--- src/rtl/booth_multiplier_seq.sv ---
// -----------------------------------------------------------------------------
// booth_multiplier_seq
//
// Sequential radix-2 Booth multiplier. One operand pair is accepted per start
// pulse while idle. One Booth iteration is retired per clock. The full-width
// product is returned together with a single-cycle done strobe.
//
// Parameters
//   WIDTH        operand width in bits (2..32)
//   SIGNED_MODE  1 = two's complement operands, 0 = unsigned operands
//
// Ports
//   clk           rising-edge clock
//   rst_n         asynchronous active-low reset
//   start         request, sampled only while idle
//   multiplicand  operand M, captured on the accepting edge
//   multiplier    operand Q, captured on the accepting edge
//   busy          high from the edge after an accepted start until done completes
//   done          single-cycle strobe, product is valid
//   product       result register, held until the next completion
// -----------------------------------------------------------------------------
module booth_multiplier_seq #(
  parameter int WIDTH       = 8,
  parameter bit SIGNED_MODE = 1'b1
) (
  input  logic                 clk,
  input  logic                 rst_n,
  input  logic                 start,
  input  logic [WIDTH-1:0]     multiplicand,
  input  logic [WIDTH-1:0]     multiplier,
  output logic                 busy,
  output logic                 done,
  output logic [2*WIDTH-1:0]   product
);

  // Unsigned operands need one extra iteration and one extra multiplier bit
  // so that the zero-extended value is seen as non-negative by the recoder.
  localparam int ITER_N = SIGNED_MODE ? WIDTH : WIDTH + 1;
  localparam int AW     = WIDTH + 1;
  localparam int QW     = SIGNED_MODE ? WIDTH : WIDTH + 1;
  localparam int CW     = $clog2(ITER_N + 1);
  localparam logic [CW-1:0] LAST_CNT = CW'(ITER_N);

  typedef enum logic [1:0] {
    ST_IDLE = 2'd0,
    ST_RUN  = 2'd1,
    ST_DONE = 2'd2
  } state_t;

  state_t               state_r,   state_nxt_s;
  logic [AW-1:0]        acc_r,     acc_nxt_s;
  logic [AW-1:0]        mcand_r,   mcand_nxt_s;
  logic [QW-1:0]        mplier_r,  mplier_nxt_s;
  logic                 q_m1_r,    q_m1_nxt_s;
  logic [CW-1:0]        count_r,   count_nxt_s;
  logic                 busy_r,    busy_nxt_s;
  logic                 done_r,    done_nxt_s;
  logic [2*WIDTH-1:0]   product_r, product_nxt_s;
  logic [AW-1:0]        sum_s;

  // The extra accumulator bit keeps -2^(WIDTH-1) representable after negation.
  function automatic logic [AW-1:0] ext_mcand(input logic [WIDTH-1:0] v);
    logic [AW-1:0] r;
    if (SIGNED_MODE) begin
      r = {v[WIDTH-1], v};
    end else begin
      r = {1'b0, v};
    end
    return r;
  endfunction

  // Multiplier is used as-is in signed mode and zero-extended in unsigned mode.
  function automatic logic [QW-1:0] ext_mplier(input logic [WIDTH-1:0] v);
    return QW'(v);
  endfunction

  // Booth recoding of the current bit pair selects subtract, add or hold.
  always_comb begin
    sum_s = acc_r;
    case ({mplier_r[0], q_m1_r})
      2'b10:   sum_s = acc_r - mcand_r;
      2'b01:   sum_s = acc_r + mcand_r;
      default: sum_s = acc_r;
    endcase
  end

  // Next-state and datapath update for the IDLE / RUN / DONE sequence.
  always_comb begin
    state_nxt_s   = state_r;
    acc_nxt_s     = acc_r;
    mcand_nxt_s   = mcand_r;
    mplier_nxt_s  = mplier_r;
    q_m1_nxt_s    = q_m1_r;
    count_nxt_s   = count_r;
    busy_nxt_s    = busy_r;
    done_nxt_s    = 1'b0;
    product_nxt_s = product_r;

    case (state_r)
      ST_IDLE: begin
        if (start) begin
          acc_nxt_s    = {AW{1'b0}};
          mcand_nxt_s  = ext_mcand(multiplicand);
          mplier_nxt_s = ext_mplier(multiplier);
          q_m1_nxt_s   = 1'b0;
          count_nxt_s  = {CW{1'b0}};
          busy_nxt_s   = 1'b1;
          state_nxt_s  = ST_RUN;
        end else begin
          busy_nxt_s   = 1'b0;
          state_nxt_s  = ST_IDLE;
        end
      end

      ST_RUN: begin
        // Arithmetic shift of {A, Qx, Q_-1} right by one, sign-filled from A.
        acc_nxt_s    = {sum_s[AW-1], sum_s[AW-1:1]};
        mplier_nxt_s = {sum_s[0], mplier_r[QW-1:1]};
        q_m1_nxt_s   = mplier_r[0];
        count_nxt_s  = count_r + CW'(1);
        busy_nxt_s   = 1'b1;
        if (count_nxt_s == LAST_CNT) begin
          state_nxt_s = ST_DONE;
        end else begin
          state_nxt_s = ST_RUN;
        end
      end

      ST_DONE: begin
        // Only the low 2*WIDTH bits carry information; the rest is sign fill.
        product_nxt_s = (2*WIDTH)'({acc_r, mplier_r});
        done_nxt_s    = 1'b1;
        busy_nxt_s    = 1'b0;
        state_nxt_s   = ST_IDLE;
      end

      default: begin
        busy_nxt_s  = 1'b0;
        state_nxt_s = ST_IDLE;
      end
    endcase
  end

  // State, datapath and output registers; reset aborts any multiply in flight.
  always_ff @(posedge clk or negedge rst_n) begin
    if (!rst_n) begin
      state_r   <= ST_IDLE;
      acc_r     <= {AW{1'b0}};
      mcand_r   <= {AW{1'b0}};
      mplier_r  <= {QW{1'b0}};
      q_m1_r    <= 1'b0;
      count_r   <= {CW{1'b0}};
      busy_r    <= 1'b0;
      done_r    <= 1'b0;
      product_r <= {(2*WIDTH){1'b0}};
    end else begin
      state_r   <= state_nxt_s;
      acc_r     <= acc_nxt_s;
      mcand_r   <= mcand_nxt_s;
      mplier_r  <= mplier_nxt_s;
      q_m1_r    <= q_m1_nxt_s;
      count_r   <= count_nxt_s;
      busy_r    <= busy_nxt_s;
      done_r    <= done_nxt_s;
      product_r <= product_nxt_s;
    end
  end

  assign busy    = busy_r;
  assign done    = done_r;
  assign product = product_r;

endmodule
--- config.mk ---
export PLATFORM = sky130hd
export DESIGN_NAME = booth_multiplier_seq
export DESIGN_NICKNAME = d
export VERILOG_FILES = /design/src/rtl/booth_multiplier_seq.sv
export SDC_FILE = /design/constraint.sdc
export NUM_CORES = 1
export LEC_CHECK = 0
export BUFFER_PORTS_ARGS = -buffer_cell sky130_fd_sc_hd__buf_4
export CAP_MARGIN = 20
export CORE_ASPECT_RATIO = 1.75
export CORE_MARGIN = 2
export CORE_UTILIZATION = 56
export DETAILED_ROUTE_END_ITERATION = 8
export GPL_ROUTABILITY_DRIVEN = 0
export MAX_ROUTING_LAYER = met4
export PLACE_DENSITY_LB_ADDON = 0.3
export SYNTH_ARGS = -nofsm -noshare
export SYNTH_HDL_FRONTEND = slang
export SYNTH_SLANG_ARGS = --single-unit
--- constraint.sdc ---
create_clock -name clk -period 3.5 [get_ports clk]
set_input_delay 0 -clock clk [delete_from_list [all_inputs] [get_ports clk]]
set_output_delay 0 -clock clk [all_outputs]
set_load 0.05 [all_outputs]
==> flow_summary.ini, run 1 <==
[outcome]
status = completed

[yosys]
async_flop_share = 1.00
synthCells = 237
synth_top_flop_cell = dfrtp_1
ys_seq_elements = 49
syn_area_mm2 = 0.00252
yosysUniqueCellTypes = 38
synth_nets = 268
avgSynthCellArea_um2 = 10.6
synth-seq-area-share = 0.487
synth_edf_count = 0
yosys_warnings = 0

[timing]
setup_viol = 0
slew_viol_final = 0
slew_headroom = 0.458
fmax_mhz = 345
hold_viol_final = 0
rsz0062_at_grt = false
setup_ws_ps = 601
finalCritPeriodShare = 0.828
worst_slew_pin_slew_ps = 814
post-route-min-period_ps = 2900
setup_tns_ps = 0
clock_skew_ps = 10.7
hold_slack_ps = 2.17

[clock_network]
cts_sinks = 49
htree_levels = 2
path_clk_slew_ps = 100
cts_tree = yes
cts_root_buf = clkbuf_8
ctsHoldBuffers = 12
clk_path_buf_depth = 2
cts_resized = 0
clock_latency_ps = 300
cts_buffers = 5
post_cts_buffers = 0

[critical_path]
rr_startpoint = mcand_r[0]
start_kind = register
path_class = register to register
end_kind = register
cp.arrival_ps = 3140
worstPathRequired_ps = 3740
cp-startpoint = mcand_r[0]
critPathMaxFanout = 7

[place]
preCtsSetupSlack_ps = 611
placed_area_mm2 = 0.00282
hpwl_um = 3190
port-buffer-count = 36

[grt]
antenna_found_initial = 0
grt_pass1_wl_um = 7980
grt_usage = 0.214
grt_overflow = 0
grt_pass1_vias = 1827
grt_max_degree = 50

[min_path]
hold_path.class = input pin to register
min-delay-start = multiplier[3]

[cells_and_area]
synthToLayoutAreaGrowth_pct = 21.2
diodes = 0
nets = 314
final_cell_mix = dfrtp_1, buf_4, nand2_1
final_common_cell = dfrtp_1
stdcell_area_mm2 = 0.00305
drive_gt1_frac = 0.254

[job]
max_cap_viol_count = 0

[floorplan]
io_pins = 37
initial_core_util = 0.577
fp.coreArea_mm2 = 0.00436
die_w_um = 54.7
die_area_mm2 = 0.00507
fp-row-count = 32
die_y_um = 92.7

[routing]
wl_per_cell_um = 13.6
postRouteWirelength_um = 4570
ant_nets = 0
avgViaCountPerCell = 5.50
vias = 1843
first_pass_iters = 4
drt_iter0_markers = 29
post-route-drc-count = 0
critical path: stages (launching register included):
cell and delay (ps):
dfrtp_1 400, inv_1 80, ha_1 160, nor3b_1 360
nor2_1 90, xnor2_1 140, ha_1 370, and3_1 210
and2_2 190, a221oi_2 230, xnor2_1 120, or4_1 400
nand3_1 90
path summary, 6_finish.rpt:
kind                          endpoint  slack [ps]  cells past startpoint
max                           acc_r[7]         600                     12
min                        mplier_r[3]           2                      3
max reg2reg                   acc_r[7]         600                     12
min reg2reg                mplier_r[0]         490                      2
max in group asynchronous   state_r[0]        2860                      2
min in group asynchronous     acc_r[1]         240                      2
stage by stage:
stage,util,instances
floorplan,-,237
global placement,0.647,314
detailed placement,0.647,314
CTS,0.695,334
global route,0.699,335
finish,0.699,335
registers in the layout, indices dropped and copies added (netlist names):
name	cells
acc_r	8
mcand_r	8
state_r	2
done	1
busy	1
count_r	4
product	16
mplier_r	8
q_m1_r	1
area by class of cell:
type / count / area, µm²
Fill cell: 346 / 1320
Sequential cell: 49 / 1230
Multi-Input combinational cell: 169 / 1220
Timing Repair Buffer: 51 / 420
Clock buffer: 5 / 68.8
Tap cell: 51 / 63.8
Inverter: 7 / 26.3
Clock inverter: 3 / 21.3
synth_stat cells (all sizes together), types with 2 or more instances:
master	number	area [µm²]
ha	11	138
nand2b	2	12.5
mux2	20	225
xnor2	5	43.8
nand3	3	15.0
inv	7	26.3
o21ai	22	110
a21o	6	46.3
buf	3	11.3
mux2i	11	110
nor2b	2	12.5
nor3b	4	30.0
a221oi	2	23.8
nor3	6	30.0
xor2	7	61.3
dfrtp	49	1230
nor2	11	41.3
a31oi	2	12.5
a21oi	9	45.0
clkbuf	9	33.8
nand2	29	109
a32oi	3	26.3
logic make-up (layout without fill, tap and decap cells):
family                     after synthesis  count (layout)  share of synthesized area
adders and majority gates               12              12                     0.0627
AOI/OAI and AO/OA                       50              50                      0.124
buffers and inverters                   19              66                     0.0283
DFF                                     49              49                      0.487
xor gates and xnor gates                12              12                     0.0418
and+or+nand+nor                         64              64                      0.123
muxes                                   31              31                      0.133
routing by layer:
layer,share of wire,vias up,wire length [µm],GRT usage
met5,0,-,0,-
li1,-,931,-,-
met3,0.027,5,125,0.0339
met1,0.43,874,1940,0.252
met4,0.013,0,58,0.0583
met2,0.53,33,2440,0.365
Power of run 1 is left out: the tool's default activity adds up to more than one toggle a clock period on the data nets, which glitch-free logic cannot reach.
==> run 2, diff against run 1 <==
- clock period: 3.5 -> 3 ns (I/O delays scaled with it)
==> run 2 against run 1 <==
Register-to-register slack got worse by 380 ps. Clock skew fell by 5.6 ps. Die area did not move. Via count rose by 2.2%. Routed wire length rose by 4.5%. Utilization rose by 1.1 points. Final cell count rose by 0.90%. Fmax rose by 4.3%. Largest cell class is now multi-input gates. Highest routed layer unchanged.
==> flow_summary.ini, run 2 (synthesis gave the netlist of run 1 again) <==
[outcome]
status = completed

[grt]
grt_pass1_vias = 1818
grt_usage = 0.221
grt_max_degree = 50
grt_pass1_wl_um = 8030
grt_overflow = 0
antenna_found_initial = 0

[floorplan]
io_pins = 37
initial_core_util = 0.577
fp.coreArea_mm2 = 0.00436
fp-row-count = 32
die_y_um = 92.7
die_area_mm2 = 0.00507
die_w_um = 54.7

[routing]
ant_nets = 0
post-route-drc-count = 0
postRouteWirelength_um = 4770
vias = 1883
avgViaCountPerCell = 5.57
wl_per_cell_um = 14.1
first_pass_iters = 4
drt_iter0_markers = 28

[timing]
hold_viol_final = 0
finalCritPeriodShare = 0.926
worst_slew_pin_slew_ps = 1020
clock_skew_ps = 5.06
slew_headroom = 0.319
rsz0062_at_grt = false
setup_viol = 0
fmax_mhz = 360
slew_viol_final = 0
setup_tns_ps = 0
post-route-min-period_ps = 2780

[place]
hpwl_um = 3370
port-buffer-count = 36

[critical_path]
start_kind = register
crit_path_end = acc_r[7]
rr_startpoint = mcand_r[2]
end_kind = register
rrSetupSlack_ps = 220
r2r_end = acc_r[7]
cp.arrival_ps = 3020
rr_worst_depth = 10
worstPathRequired_ps = 3240
critPathMaxFanout = 8
cp-startpoint = mcand_r[2]
path_class = register to register

[cells_and_area]
synthToLayoutAreaGrowth_pct = 23.1
final_common_cell = dfrtp_1
nets = 318
diodes = 0
final_core_util = 0.710
drive_gt1_frac = 0.261
final_cell_mix = dfrtp_1, buf_4, nand2_1
largest_reg_flops = 16

[clock_network]
clock_latency_ps = 300
clk_path_buf_depth = 2
cts_tree = yes
post_cts_buffers = 0
htree_levels = 2
cts_sinks = 49
cts_root_buf = clkbuf_8
cts_buffers = 5
path_clk_slew_ps = 80

[job]
max_cap_viol_count = 0

[min_path]
hold_path.class = input pin to register
run 2: cell count changes in the layout (fill, tap and decap cells not counted), sizes merged:
cell / previous run / this run
buf: 39 / 41
dlygate4sd3: 12 / 14
bufinv: 0 / 1
clkinvlp: 1 / 0
inv: 8 / 7
run 2: critical path, cell delays in order (launching register included):
cell and delay, ps:
dfrtp_1 460, nor3_1 320, a31oi_1 140, xor2_1 160, ha_1 370, and3_1 230, and2_2 190, a221oi_2 230
xnor2_1 110, or4_1 400, nand3_1 90
run 2: layout make-up:
cell class              count  area [µm²]
clock inverters             2        35.0
fillers                   313        1270
clock buffers               5        68.8
well taps                  51        63.8
flip-flops and latches     49        1230
inverters                   7        26.3
repair buffers             55         448
multi-input cells         169        1230
run 2: routing by layer:
| metal | routed length (µm) | track usage | vias up | part of all wire |
|---|---|---|---|---|
| li1 | - | - | 934 | - |
| met4 | 78 | 0.0792 | 0 | 0.016 |
| met5 | 0 | - | - | 0 |
| met3 | 141 | 0.0387 | 7 | 0.030 |
| met2 | 2530 | 0.370 | 33 | 0.53 |
| met1 | 2020 | 0.254 | 909 | 0.42 |
run 2: worst min-delay path by stage:
stage,start,to,slack [ps],depth (start not counted)
4_1_cts,multiplier[0],mplier_r[0],8,3
2_1_floorplan,rst_n,acc_r[0],-300,0
3_5_place_dp,rst_n,mcand_r[0],50,1
3_3_place_gp,rst_n,mcand_r[0],50,1
6_report,multiplier[4],mplier_r[4],10,3
5_1_grt,multiplier[2],mplier_r[2],50,3
run 2: through the flow:
step           setup WS (ps)  hold WS [ps]  std cells  cell area, µm²
6_report                 221          12.5        338            3100
5_1_grt                 37.4          54.5        338            3100
4_1_cts                 99.4          7.57        338            3090
3_5_place_dp             123          51.1        317            2850
3_3_place_gp             184          48.1        317            2850
2_1_floorplan            315          -296        237            2520
run 2: what timing repair did:
action / in CTS / in global routing
hold buffers: 14 / 0
hold endpoints to repair: 62 / 0
resized for setup: 0 / 2
setup endpoints to repair: 0 / 1
Power of run 2 is left out for the same reason.
